--- src/rtl/prog_ram_pkg.sv ---
// Shared definitions for the program RAM loader: default geometry and the
// loader FSM state encoding.
package prog_ram_pkg;

  localparam int DATA_W_DEF = 16;
  localparam int ADDR_W_DEF = 4;
  localparam int DEPTH_DEF  = 2 ** ADDR_W_DEF;

  typedef enum logic [1:0] {
    IDLE = 2'd0,
    LOAD = 2'd1,
    DONE = 2'd2
  } state_t;

endpackage

--- src/rtl/prog_ram_mem.sv ---
// Program RAM storage: one write port, one registered read port.
// The read samples the array before this cycle's write lands, so a
// same-address write/read returns the old word (read-before-write).
// The whole array clears on reset, so it is built from flops, not a RAM macro.
module prog_ram_mem
  import prog_ram_pkg::*;
#(
  parameter int DATA_W = DATA_W_DEF,
  parameter int ADDR_W = ADDR_W_DEF
) (
  input  logic              clk,
  input  logic              rst_n,
  input  logic              i_we,
  input  logic [ADDR_W-1:0] i_waddr,
  input  logic [DATA_W-1:0] i_wdata,
  input  logic [ADDR_W-1:0] i_raddr,
  output logic [DATA_W-1:0] o_rdata
);

  localparam int DEPTH = 2 ** ADDR_W;

  logic [DATA_W-1:0] r_mem [DEPTH];
  logic [DATA_W-1:0] r_rdata;

  // Storage write port and registered read; reset wipes every word.
  always_ff @(posedge clk) begin
    if (!rst_n) begin
      for (int i = 0; i < DEPTH; i++) r_mem[i] <= '0;
      r_rdata <= '0;
    end else begin
      r_rdata <= r_mem[i_raddr];
      if (i_we) r_mem[i_waddr] <= i_wdata;
    end
  end

  assign o_rdata = r_rdata;

endmodule

--- src/rtl/prog_ram_loader.sv ---
// Program RAM loader: a start pulse opens a pass that accepts exactly DEPTH
// words on a valid/ready stream into consecutive addresses, then parks in
// DONE until the next start. Memory is readable at any time with 1-cycle
// latency.
// Optional feature: define PROG_RAM_CHECKSUM_EN to add a running modular
// sum of the words accepted in the current pass (port checksum).
module prog_ram_loader
  import prog_ram_pkg::*;
#(
  parameter int DATA_W = DATA_W_DEF,
  parameter int ADDR_W = ADDR_W_DEF
) (
  input  logic              clk,
  input  logic              rst_n,
  input  logic              start,
  input  logic              wr_valid,
  input  logic [DATA_W-1:0] wr_data,
  output logic              wr_ready,
  input  logic [ADDR_W-1:0] rd_addr,
  output logic [DATA_W-1:0] rd_data,
  output logic              busy,
  output logic              done,
  output logic [ADDR_W:0]   wr_count
`ifdef PROG_RAM_CHECKSUM_EN
  ,
  output logic [DATA_W-1:0] checksum
`endif
);

  localparam int DEPTH = 2 ** ADDR_W;

  state_t            r_state;
  state_t            w_next;
  logic [ADDR_W-1:0] r_ptr;
  logic [ADDR_W:0]   r_count;
  logic              w_xfer;
  logic              w_last;
  logic              w_new_pass;

  // A transfer only happens while ready is up, i.e. in LOAD.
  assign w_xfer     = wr_valid && wr_ready;
  assign w_last     = (r_ptr == ADDR_W'(DEPTH - 1));
  // Start is honoured from IDLE and DONE only; mid-pass pulses are dropped.
  assign w_new_pass = start && (r_state != LOAD);

  // FSM state register.
  always_ff @(posedge clk) begin
    if (!rst_n) r_state <= IDLE;
    else        r_state <= w_next;
  end

  // FSM next-state logic.
  always_comb begin
    w_next = r_state;
    case (r_state)
      IDLE:    if (start) w_next = LOAD;
      LOAD:    if (w_xfer && w_last) w_next = DONE;
      DONE:    if (start) w_next = LOAD;
      default: w_next = IDLE;
    endcase
  end

  // FSM Moore outputs; all low in IDLE, which also covers reset.
  always_comb begin
    wr_ready = 1'b0;
    busy     = 1'b0;
    done     = 1'b0;
    case (r_state)
      LOAD:    begin wr_ready = 1'b1; busy = 1'b1; end
      DONE:    done = 1'b1;
      default: ;
    endcase
  end

  // Write pointer and accepted-word count; pointer holds on the last word
  // instead of wrapping so a pass never overwrites address 0.
  always_ff @(posedge clk) begin
    if (!rst_n) begin
      r_ptr   <= '0;
      r_count <= '0;
    end else if (w_new_pass) begin
      r_ptr   <= '0;
      r_count <= '0;
    end else if (w_xfer) begin
      r_count <= r_count + (ADDR_W + 1)'(1);
      if (!w_last) r_ptr <= r_ptr + ADDR_W'(1);
    end
  end

  assign wr_count = r_count;

`ifdef PROG_RAM_CHECKSUM_EN
  logic [DATA_W-1:0] r_sum;

  // Running sum of accepted words, restarted with each pass.
  always_ff @(posedge clk) begin
    if (!rst_n)          r_sum <= '0;
    else if (w_new_pass) r_sum <= '0;
    else if (w_xfer)     r_sum <= r_sum + wr_data;
  end

  assign checksum = r_sum;
`endif

  prog_ram_mem #(
    .DATA_W (DATA_W),
    .ADDR_W (ADDR_W)
  ) u_mem (
    .clk     (clk),
    .rst_n   (rst_n),
    .i_we    (w_xfer),
    .i_waddr (r_ptr),
    .i_wdata (wr_data),
    .i_raddr (rd_addr),
    .o_rdata (rd_data)
  );

endmodule

--- config.mk ---
export PLATFORM = sky130hd
export DESIGN_NAME = prog_ram_loader
export DESIGN_NICKNAME = d
export VERILOG_FILES = /design/src/rtl/prog_ram_pkg.sv /design/src/rtl/prog_ram_mem.sv /design/src/rtl/prog_ram_loader.sv
export SDC_FILE = /design/constraint.sdc
export NUM_CORES = 1
export LEC_CHECK = 0
export CAP_MARGIN = 10
export CORE_MARGIN = 2
export CORE_UTILIZATION = 29
export CTS_CLUSTER_SIZE = 28
export DETAILED_ROUTE_END_ITERATION = 10
export SETUP_SLACK_MARGIN = 0.15
export SLEW_MARGIN = 20
export SYNTH_ARGS = -nofsm -noshare
export SYNTH_HDL_FRONTEND = slang
export SYNTH_SLANG_ARGS = --single-unit
export TNS_END_PERCENT = 5
--- constraint.sdc ---
create_clock -name clk -period 2.8 [get_ports clk]
set_clock_uncertainty 0.1 [all_clocks]
set_input_delay 0.42 -clock clk [delete_from_list [all_inputs] [get_ports clk]]
set_output_delay 0.42 -clock clk [all_outputs]
set_load 0.01 [all_outputs]
**Word-level counts from Yosys, hierarchy flattened**

Memories as Yosys holds them, arrays and structs flattened. A register that Yosys moved wholly into a read port is not among the register bits.
Cells that the tools add are included.

- Bits in registers: 11
- Bits in writable memories: 256
- Word-level logic and storage cells: 36
- Memories kept: 1

Memories:

| memory | words | width | rd ports | clocked after Yosys merged registers in | write ports | RTL line | source |
|---|---|---|---|---|---|---|---|
| u_mem.r_mem | 16 | 16 | 1 | 1 | 16 | prog_ram_mem.sv:22 | `logic [DATA_W-1:0] r_mem [DEPTH];` |

- $add $sub $neg: 2
- Equal/unequal tests: 6
- Muxes and demuxes: 12
- Bitwise logic cells: 2
- Reductions and logical operators: 10

Operator list:

| kind | number |
|---|---|
| two-way mux 16 bit | 1 |
| OR reduction 16 bit | 1 |
| two-way mux 1 bit | 7 |
| adder 5 x 1 -> 5 bit, second input constant | 1 |
| adder 4 x 1 -> 4 bit, second input constant | 1 |
| == test 4 bit, second input constant | 1 |
| two-way mux 2 bit | 2 |
| two-way mux 4 bit | 1 |
| != test 2 x 1 -> 1 bit, second input constant | 2 |
| case mux 2 bit (2 select lines) | 1 |
| AND reduction 2 bit | 2 |
| OR reduction 2 bit | 2 |
| logical AND 1 bit | 3 |
| == test 2 x 1 -> 1 bit, second input constant | 1 |
| == test 2 bit, second input constant | 1 |
| logical NOT 2 bit | 1 |
| != test 2 bit, second input constant | 1 |
| NOT 1 bit | 2 |
| logical NOT 1 bit | 1 |

**Longest topological paths before layout**

- Depth in word-level cells: 8
- Gate-level depth with buffers: 7
- Gate-level depth less buffers: 5

**By module**

Synthesis repeated with hierarchy kept, for this count alone.

- Cells, all modules: 926
- Area, all modules: 12797.3 µm²

By module, submodules not included:

| module | instances | cells each | area each (µm²) | sequential area each (µm²) |
|---|---|---|---|---|
| prog_ram_mem | 1 | 870 | 12280.5 | 8007.7 |
| prog_ram_loader | 1 | 56 | 516.7 | 220.2 |

**Least setup slack after synthesis**

OpenSTA, ideal clock, no wires.

- Path kind: input -> register
- Start: in wr_valid
- End: mem u_mem.r_mem[9][0] (netlist bit), enable pin
- Library setup time: 0.411 ns
- Data arrival time: 2.122 ns
- Required time: 2.289 ns
- Path slack: 0.167 ns
- Cell stages on the path: 4
- Path buffers: 1
- Cells stage by stage: and3b_1 buf_4 nand3_4 o21ai_0

RTL lines:

| item | RTL line | source |
|---|---|---|
| start: declaration | prog_ram_loader.sv:16 | `input logic wr_valid,` |
| end: declaration | prog_ram_mem.sv:22 |  |

**Final worst setup path**

- Start: reg r_state[0]
- End: out busy

- Cells in the longest elaborated chain, start to end: 2

Ends and longest elaborated chain:

| item | RTL line | source |
|---|---|---|
| start: declaration | prog_ram_loader.sv:32 | `state_t r_state;` |
| start signal: assignment | prog_ram_loader.sv:49 | `else r_state <= w_next;` |
| == test 2 x 1 -> 1 bit | prog_ram_loader.sv:68 | `case (r_state)` |
| two-way mux 1 bit | prog_ram_loader.sv:68 |  |
| end: declaration | prog_ram_loader.sv:21 | `output logic busy,` |

Every way passes these cells.

==> summary.txt <==
Run status - finished clean
Vias in the first global route - 7476
Layout net count - 999
Metal2 WL - 14400 µm
Row cnt - 77
Wire length on met1 - 14100 µm
Maximum clock path buffer count - 3
All-layer global routing usage - 0.132
Buffer and inverter count on the worst path - 1
Critical Path End Type - primary output
# resized after CTS - 0
Top layer in use - met4
Most common cell after layout, fill and taps aside - and2_1
P per Cell Area - 610 mW/mm²
Max-cap violations - 0
Max incr delay on CP - 0.61 ns
Clock latency on the worst-skew pair - 0.56 ns
TNS Setup - 0 ns
Net Count, Synth - 944
Port Buffers - 47
Minimum clock period after layout - 2.36 ns
Adder-cell share of the synthesized area - 0.00486
Die X - 215 µm
TritonCTS clock tree - built
Post-synthesis cell type count - 38
Post-synthesis simple-gate area fraction - 0.172
Clk Tree Root Cell - clkbuf_16
Design area - 0.0150 mm²
Startpoint types - register
Total Power - 9.14 mW
Area post-placement - 0.0141 mm²
Ys async rst share - 0
Pint - 7.07 mW
Multiplexer share of the synthesized area - 0.104
Clk pwr share - 0.403
Gate power share - 0.071
CTS clk-pin slew, worst paths - 0.06 ns
Final Wtd Congestion - 0.779
Largest family of logic cells by synthesized area - simple AND/OR/NAND/NOR gates
RSZ-0062 raised after global routing - no
H-tree depth - 1
Vias per inst - 4.57
Crit path DAT - 1.84 ns
Max rail drop VDD - 0.430 mV
Core ar. - 0.0440 mm²
Hold_sp - r_state[1]
Number of synthesized flops with an enable pin - 256
Least-Margin Pin Slew - 0.964 ns
P_sw - 2.07 mW
Compound-gate portion of the synthesized area - 0.0426
Initial antenna violation count - 0
Final Hold Vio Count - 0
DR iter-0 viols - 582
Ys Warns - 0
Fmax - 424 MHz
Global-route wire length before repair - 46500 µm
Post-synthesis cell area - 0.0129 mm²
Pre-Repair DR Iteration Count - 5
Prevailing post-synth register cell - edfxtp_1
CP Class - reg2out
Most frequent cells in the layout - and2_1, edfxtp_1, mux2i_1, clkdlybuf4s50_1, a22oi_1
Synth-to-Final Area Change - 16.3%
Cell count after synthesis - 915
Yosys reg bits - 283
Sink Count - 283
Crit-path max FO - 4
Final ANT Viol Nets - 0
DR WL met3 - 1230 µm
Crit share post-route - 0.843
Final setup fails - 0
TritonCTS buffer count - 30
Antenna cells - 0
Vias - 7241
Initial core utilization - 0.292
Hold Crit Class - reg2reg
XOR/XNOR share of the synthesized area - 0.00408
Crit-path slowest cell - clkdlybuf4s50_1
Largest net degree at the start of global routing - 37
Post-CTS setup buffer count - 0
Io pins - 48
P_leak - 5.56 nW
Avg Cell Area, Syn - 14.1 µm²
Number of remaining DRC errors - 0
Slew Viols, Final - 0
Share of cells above drive strength 1 - 0.126
DP Wirelength - 19700 µm
Setup crit start - r_state[0]
Sw Ratio - 0.227
WP data required - 2.28 ns
Hold buffer count at cts - 0
Cell family with most CP delay - buffers and inverters
Critical-path cell list - nor2b_1 > clkdlybuf4s50_1
Grt ovf - 0
Reg2reg start - r_ptr[2]
Final WL - 30400 µm
Die area - 0.0461 mm²
Register area share after synthesis - 0.639
Die Ht - 215 µm
Flop pwr share - 0.526
WL per Instance - 19.2 µm
Max_slew headroom - 0.354
per-layer routing:
metal | track usage | up-vias
li1 | - | 3406
met1 | 0.184 | 3636
met2 | 0.214 | 154
met3 | 0.0200 | 45
met4 | 0.0361 | 0
met5 | 0 | -
synthesized netlist by cell type (2+ instances only):
cell type | n | area share
o21ai_0 | 10 | 0.0039
buf_6 | 8 | 0.0070
a21oi_1 | 2 | 0.00078
nand2_1 | 19 | 0.0055
dfxtp_1 | 27 | 0.042
and2_1 | 258 | 0.13
buf_2 | 28 | 0.011
inv_1 | 4 | 0.0012
a221oi_1 | 6 | 0.0041
clkbuf_1 | 19 | 0.0055
ha_1 | 5 | 0.0049
nand2b_1 | 14 | 0.0068
xor2_1 | 4 | 0.0027
nor2b_1 | 5 | 0.0024
nand4_1 | 3 | 0.0015
nor3_4 | 4 | 0.0051
nand3_1 | 18 | 0.0070
nor2_1 | 9 | 0.0026
nand3_4 | 4 | 0.0054
nor2_4 | 3 | 0.0026
a22oi_1 | 43 | 0.025
buf_4 | 13 | 0.0076
mux4_2 | 14 | 0.024
o21ai_1 | 16 | 0.0062
xnor2_1 | 2 | 0.0014
edfxtp_1 | 256 | 0.60
nor2_2 | 9 | 0.0044
mux2i_1 | 102 | 0.079
worst reg2reg max path: cells and delay by family (launching register included):
family / cells / cell delay, ns
simple gates: 3 / 1.24
flops: 1 / 0.74
cell type report:
| type | instances | area (µm²) |
|---|---|---|
| Fill cell | 4299 | 29000 |
| Sequential cell | 283 | 8230 |
| Multi-Input combinational cell | 559 | 4230 |
| Timing Repair Buffer | 92 | 872 |
| Clock buffer | 47 | 845 |
| Tap cell | 592 | 741 |
| Clock inverter | 9 | 53.8 |
| Inverter | 4 | 15.0 |
state kept, by name, summed over array words and instances, names as in the netlist:
register and count:
r_ptr 4, r_state 2, u_mem.o_rdata 16, u_mem.r_mem 256, wr_count 5
per-stage QoR:
stage	utilization	setup slack (ns)	hold slack [ns]	cells
CTS	0.340	0.426	0.421	1586
global route	0.340	0.344	0.451	1586
floorplan	-	0.167	0.379	915
detailed placement	0.320	0.144	0.408	1530
finish	0.340	0.439	0.415	1586
global placement	0.320	0.217	0.405	1530
worst paths after layout:
kind / end / slack, ns / cells after the start
max: busy / 0.44 / 2
min: r_state[1] / 0.41 / 2
max reg2reg: u_mem.r_mem[7][12] / 0.60 / 3
min reg2reg: r_state[1] / 0.41 / 2
kinds of logic (layout without fill, tap and decap cells):
family	after synthesis	after routing
buf+inv	73	152
flops	283	283
fa+ha+maj	5	5
mux	116	116
compound gates	80	80
simple gates	352	352
xor+xnor	6	6
power by group through the flow:
stage | Sequential [mW] | Combinational (mW) | Clock, mW
finish | 4.81 | 0.645 | 3.69
global placement | 4.89 | 0.649 | 0
detailed placement | 4.90 | 0.656 | 0
floorplan | 4.89 | 0.365 | 0
CTS | 4.81 | 0.658 | 3.75
global route | 4.82 | 0.699 | 3.92
Power figures use the tool's default switching activity.
